**config.mk**
```make
export PLATFORM = sky130hd
export DESIGN_NAME = signed_digit_formatter
export DESIGN_NICKNAME = d
export VERILOG_FILES = /design/src/rtl/display_codes_pkg.sv /design/src/rtl/dabble_adjust.sv /design/src/rtl/signed_digit_formatter.sv
export SDC_FILE = /design/constraint.sdc
export NUM_CORES = 1
export LEC_CHECK = 0
export ABC_CLOCK_PERIOD_IN_PS = 4000
export BUFFER_PORTS_ARGS = -buffer_cell sky130_fd_sc_hd__buf_4
export CAP_MARGIN = 20
export CORE_AREA = 5 5 102 104
export DETAILED_ROUTE_END_ITERATION = 7
export DIE_AREA = 0 0 107 109
export PLACE_DENSITY_LB_ADDON = 0.3
export SLEW_MARGIN = 40
export SYNTH_ARGS = -nofsm -noshare
export SYNTH_HDL_FRONTEND = slang
export SYNTH_SLANG_ARGS = --single-unit
export TNS_END_PERCENT = 30
```
**constraint.sdc**
```tcl
create_clock -name clk -period 4 [get_ports clk]
set_input_delay 0.2 -clock clk [delete_from_list [all_inputs] [get_ports clk]]
set_output_delay 0.2 -clock clk [all_outputs]
set_load 0.01 [all_outputs]
```
**src/rtl/display_codes_pkg.sv**
```systemverilog
// Shared display codes, slot width and FSM state encoding for the
// signed digit formatter and the seven-segment decoders it feeds.
package display_codes_pkg;

    localparam int SLOT_W = 5;

    localparam logic [SLOT_W-1:0] CODE_N     = 5'h10;
    localparam logic [SLOT_W-1:0] CODE_MINUS = 5'h11;
    localparam logic [SLOT_W-1:0] CODE_L     = 5'h12;
    localparam logic [SLOT_W-1:0] CODE_P     = 5'h13;
    localparam logic [SLOT_W-1:0] CODE_G     = 5'h14;
    localparam logic [SLOT_W-1:0] CODE_NN    = 5'h15;
    localparam logic [SLOT_W-1:0] CODE_BLANK = 5'h1F;

    typedef enum logic [1:0] {
        IDLE   = 2'd0,
        SHIFT  = 2'd1,
        FORMAT = 2'd2
    } state_t;

endpackage

```
**src/rtl/dabble_adjust.sv**
```systemverilog
// One BCD nibble correction cell for the double-dabble engine: a nibble
// of 5 or more gets 3 added so the following left shift carries into
// the next decimal digit.
module dabble_adjust (
    input  logic [3:0] nibble,
    output logic [3:0] adjusted
);

    assign adjusted = (nibble >= 4'd5) ? (nibble + 4'd3) : nibble;

endmodule

```
**src/rtl/signed_digit_formatter.sv**
```systemverilog
// Converts a two's-complement value into per-digit display codes using a
// one-shift-per-clock double-dabble engine, then formats the digits with
// optional leading-zero blanking and a minus sign. The digit bus is only
// rewritten on the single FORMAT edge, so displays never see partial results.
module signed_digit_formatter
    import display_codes_pkg::*;
#(
    parameter int WIDTH       = 16,
    parameter int DIGITS      = 5,
    parameter int BLANK_ZEROS = 1
) (
    input  logic                           clk,
    input  logic                           reset,
    input  logic                           start,
    input  logic [WIDTH-1:0]               value_in,
    output logic                           busy,
    output logic                           done,
    output logic [SLOT_W*(DIGITS+1)-1:0]   digits_out
);

    localparam int NIBS  = DIGITS + 1;
    localparam int BCD_W = 4 * NIBS;
    localparam int CNT_W = $clog2(WIDTH + 1);
    localparam logic [CNT_W-1:0] LAST_SHIFT = CNT_W'(WIDTH - 1);

    state_t                      state;
    state_t                      next_state;
    logic                        load;
    logic                        shift_en;
    logic                        format_en;
    logic                        sign_q;
    logic [WIDTH-1:0]            bin_q;
    logic [BCD_W-1:0]            bcd_q;
    logic [BCD_W-1:0]            bcd_adj;
    logic [CNT_W-1:0]            cnt_q;
    logic [SLOT_W*NIBS-1:0]      fmt_slots;
    int                          lead;

    for (genvar g = 0; g < NIBS; g++) begin : g_adj
        dabble_adjust u_adj (
            .nibble   (bcd_q[4*g +: 4]),
            .adjusted (bcd_adj[4*g +: 4])
        );
    end

    // State register; reset always returns to IDLE and aborts any conversion.
    always_ff @(posedge clk) begin
        if (reset) begin
            state <= IDLE;
        end else begin
            state <= next_state;
        end
    end

    // Next state: accept in IDLE, leave SHIFT after the last shift, FORMAT lasts one edge.
    always_comb begin
        next_state = state;
        case (state)
            IDLE:    if (start) next_state = SHIFT;
            SHIFT:   if (cnt_q == LAST_SHIFT) next_state = FORMAT;
            FORMAT:  next_state = IDLE;
            default: next_state = IDLE;
        endcase
    end

    // Control decode: which datapath action happens on the coming edge.
    always_comb begin
        load      = 1'b0;
        shift_en  = 1'b0;
        format_en = 1'b0;
        case (state)
            IDLE:    load      = start;
            SHIFT:   shift_en  = 1'b1;
            FORMAT:  format_en = 1'b1;
            default: ;
        endcase
    end

    // Conversion datapath: capture sign and magnitude, then adjust-and-shift once per edge.
    always_ff @(posedge clk) begin
        if (reset) begin
            sign_q <= 1'b0;
            bin_q  <= '0;
            bcd_q  <= '0;
            cnt_q  <= '0;
        end else if (load) begin
            sign_q <= value_in[WIDTH-1];
            bin_q  <= value_in[WIDTH-1] ? (~value_in + WIDTH'(1)) : value_in;
            bcd_q  <= '0;
            cnt_q  <= '0;
        end else if (shift_en) begin
            {bcd_q, bin_q} <= {bcd_adj, bin_q} << 1;
            cnt_q          <= cnt_q + CNT_W'(1);
        end
    end

    // Formatter: place digits, blank leading zeros if enabled, and position the minus sign.
    always_comb begin
        fmt_slots = {NIBS{CODE_BLANK}};
        lead      = 0;
        for (int k = 0; k < DIGITS; k++) begin
            if (bcd_q[4*k +: 4] != 4'd0) lead = k;
        end
        for (int k = 0; k < DIGITS; k++) begin
            if (BLANK_ZEROS == 0 || k <= lead) begin
                fmt_slots[SLOT_W*k +: SLOT_W] = {1'b0, bcd_q[4*k +: 4]};
            end
        end
        if (sign_q) begin
            if (BLANK_ZEROS == 0) begin
                fmt_slots[SLOT_W*DIGITS +: SLOT_W] = CODE_MINUS;
            end else if (bcd_q != '0) begin
                fmt_slots[SLOT_W*(lead+1) +: SLOT_W] = CODE_MINUS;
            end
        end
    end

    // Registered outputs: busy tracks the conversion, digits and done change only on FORMAT.
    always_ff @(posedge clk) begin
        if (reset) begin
            busy       <= 1'b0;
            done       <= 1'b0;
            digits_out <= {NIBS{CODE_BLANK}};
        end else begin
            busy <= (next_state != IDLE);
            done <= format_en;
            if (format_en) digits_out <= fmt_slots;
        end
    end

endmodule
```
==> results.yml <==
status:
  status: "complete, no violations"
clock_network:
  h-tree-depth: 3
  clock_sinks: 77
  clock-root-buffer: "clkbuf_8"
  cts_hold_buf: 0
  clk_pin_slew_ps: 90
  ctsLongestPathBuffers: 2
  clk-insertion-delay-late_ps: 370
  cts_tree: "yes"
  ctsResizeCount: 0
  cts_buffers: 9
  post_cts_buffers: 0
worst_setup_path:
  start_kind: "flip-flop"
  r2r_cells: 18
  worstPathMaxFanout: 6
  end_kind: "flip-flop"
  worst-setup-path-type: "flip-flop to flip-flop"
  r2r-start: "bcd_q[9]"
  cp.arrival_ps: 4000
  r2r_setup_slack_ps: 250
  r2r_end: "digits_out[2]"
  required_ps: 4250
global_route:
  grt_max_degree: 44
  grt_pass1_vias: 4633
  grt_usage_pct: 24.1
  globalRoute.totalOverflow: 0
  antenna_found_initial: 0
  grt_first_pass_wirelength_mm: 22.4
final_layout:
  final_cells: 791
  drive_gt1_share_pct: 18.0
  final_area_um2: 5660
  synthToLayoutAreaGrowth_pct: 14.4
  fill_cells: 850
  nNetsFinal: 717
  insertedDiodeCount: 0
placed_design:
  dp_hpwl_mm: 9.86
  gp_congestion: 0.944
  post_dp_cell_area_um2: 5450
  io_buffers: 50
  placed_cells: 775
floorplan:
  io_pins: 51
  die_w_um: 107
  start_util_pct: 52.3
  row_count: 36
  core_um2: 9460
  dieArea_um2: 11700
  die_h_um: 109
sta:
  setup_viol: 0
  slew_viol_final: 0
  rsz0062_at_grt: "no"
  hold_slack_ps: 116
  post-route-period-util_pct: 93.9
  relSlewSlack_pct: 50.9
  finalCriticalPeriod_ps: 3750
  finalSetupTns_ps: 0
  fmax_mhz: 266
  max_slew.worst_pin.slew_ps: 736
  fin_skew_ps: 12.8
  finalHoldViolCount: 0
logic_synthesis:
  synthTopCellsByCount: "dfxtp_1, a21oi_1, nand2_1"
  synth_area_um2: 4950
  synth_edf_count: 0
  ys_seq_area_share_pct: 31.2
  avgSynthCellArea_um2: 7.80
  synth_top_area_share_pct: 31.2
  synth_area_leaders: "dfxtp_1, a21oi_1, ha_1"
  async_flop_share_pct: 0
  synth_ff_type: "dfxtp_1"
  yosysMostFrequentCell: "dfxtp_1"
  synth_cell_types: 70
  ys_warn_count: 0
  yosys.area.top_type: "dfxtp_1"
  synthCells: 634
  synth-seq-cells: 77
run:
  drv_cap: 0
drt:
  via_count: 4758
  drc: 0
  totalWireLength_mm: 13.7
  dr.pass1.iters: 6
  wl_per_cell_um: 17.4
  vias_per_cell: 6.02
  antenna_left: 0
  drt_iter0_markers: 259
power:
  power.total_w: 0.00155
  p_per_area_nw_per_um2: 273
  total_leakage_power_nw: 2.21
  peakVddDrop_mv: 0.279
hold_path:
  min_from: "value_in[0]"
  holdPathEnd: "bin_q[0]"
  whs_path_depth: 3
  hold_path_class: "input port to flip-flop"
worst max path at each step:
stage	slack [ps]	depth (start not counted)	start	to
3_3_place_gp	290	17	bcd_q[8]	digits_out[6]
3_5_place_dp	180	17	bcd_q[8]	digits_out[6]
4_1_cts	140	17	bcd_q[8]	digits_out[6]
5_1_grt	5	18	bcd_q[9]	digits_out[15]
2_1_floorplan	150	17	bcd_q[17]	digits_out[6]
6_report	250	18	bcd_q[9]	digits_out[2]
layout by cell type (no fill, tap or decap), drive strengths merged, types with 4 or more instances in the layout:
cell,count
nand4,6
a31oi,4
a32oi,4
nor3b,5
o211ai,6
nor4,7
nand2b,11
a21oi,74
mux2,5
conb,4
nand3,20
or4,5
clkbuf,10
o31ai,9
o41ai,4
ha,26
nand2,62
inv,37
dfxtp,77
o21ai,37
xnor2,21
xor2,12
nor3,20
nor2,53
mux2i,4
a221oi,11
a211oi,7
or3b,4
nor2b,8
buf,75
flip-flops by register name (all words and copies together), names as in the netlist:
register,flops
cnt_q,5
bcd_q,24
busy,1
bin_q,16
state,2
digits_out,27
done,1
sign_q,1
critical path, cell delays in order (launching register included):
cell	delay, ps
dfxtp_1	370
inv_1	110
ha_1	160
or3b_4	410
o21ai_4	200
nand2_1	70
inv_1	80
ha_2	210
inv_1	50
ha_1	330
ha_1	310
inv_1	60
ha_1	260
nor2b_2	160
o21a_1	190
buf_4	140
a21oi_1	60
a41o_1	210
a211o_1	250
per-layer routing:
layer / share of wire (%) / track usage, %
met3: 5.3 / 5.03
met2: 50 / 42.9
met1: 41 / 27.1
met4: 4.2 / 12.4
met5: 0 / 0
cells by family after synthesis:
| family | count (synthesis) | share of synthesized area [%] |
|---|---|---|
| compound gates | 188 | 24.9 |
| flops | 77 | 31.2 |
| xor+xnor | 33 | 5.99 |
| mux | 9 | 1.95 |
| fa+ha+maj | 26 | 6.58 |
| buf+inv | 85 | 7.39 |
| other cells | 2 | 0.152 |
| simple gates | 214 | 21.9 |
cell type report:
type,count,area [um2],area share (%)
Inverter,35,136,2.41
Clock inverter,6,43.8,0.774
Tap cell,114,143,2.52
Timing Repair Buffer,75,563,9.95
Clock buffer,10,138,2.43
Multi-Input combinational cell,474,3090,54.7
Sequential cell,77,1540,27.3
report_power, final:
group          internal, W  switching, W
logic            0.0000720      0.000111
registers         0.000785     0.0000167
clock network     0.000246      0.000317
metrics by stage:
stage | setup slack (ps) | utilization, %
floorplan | 148 | -
global placement | 286 | 57.5
detailed placement | 185 | 57.6
CTS | 143 | 59.5
global route | 5.09 | 59.8
finish | 245 | 59.8
Note: power is estimated with default switching activity, not from simulation.
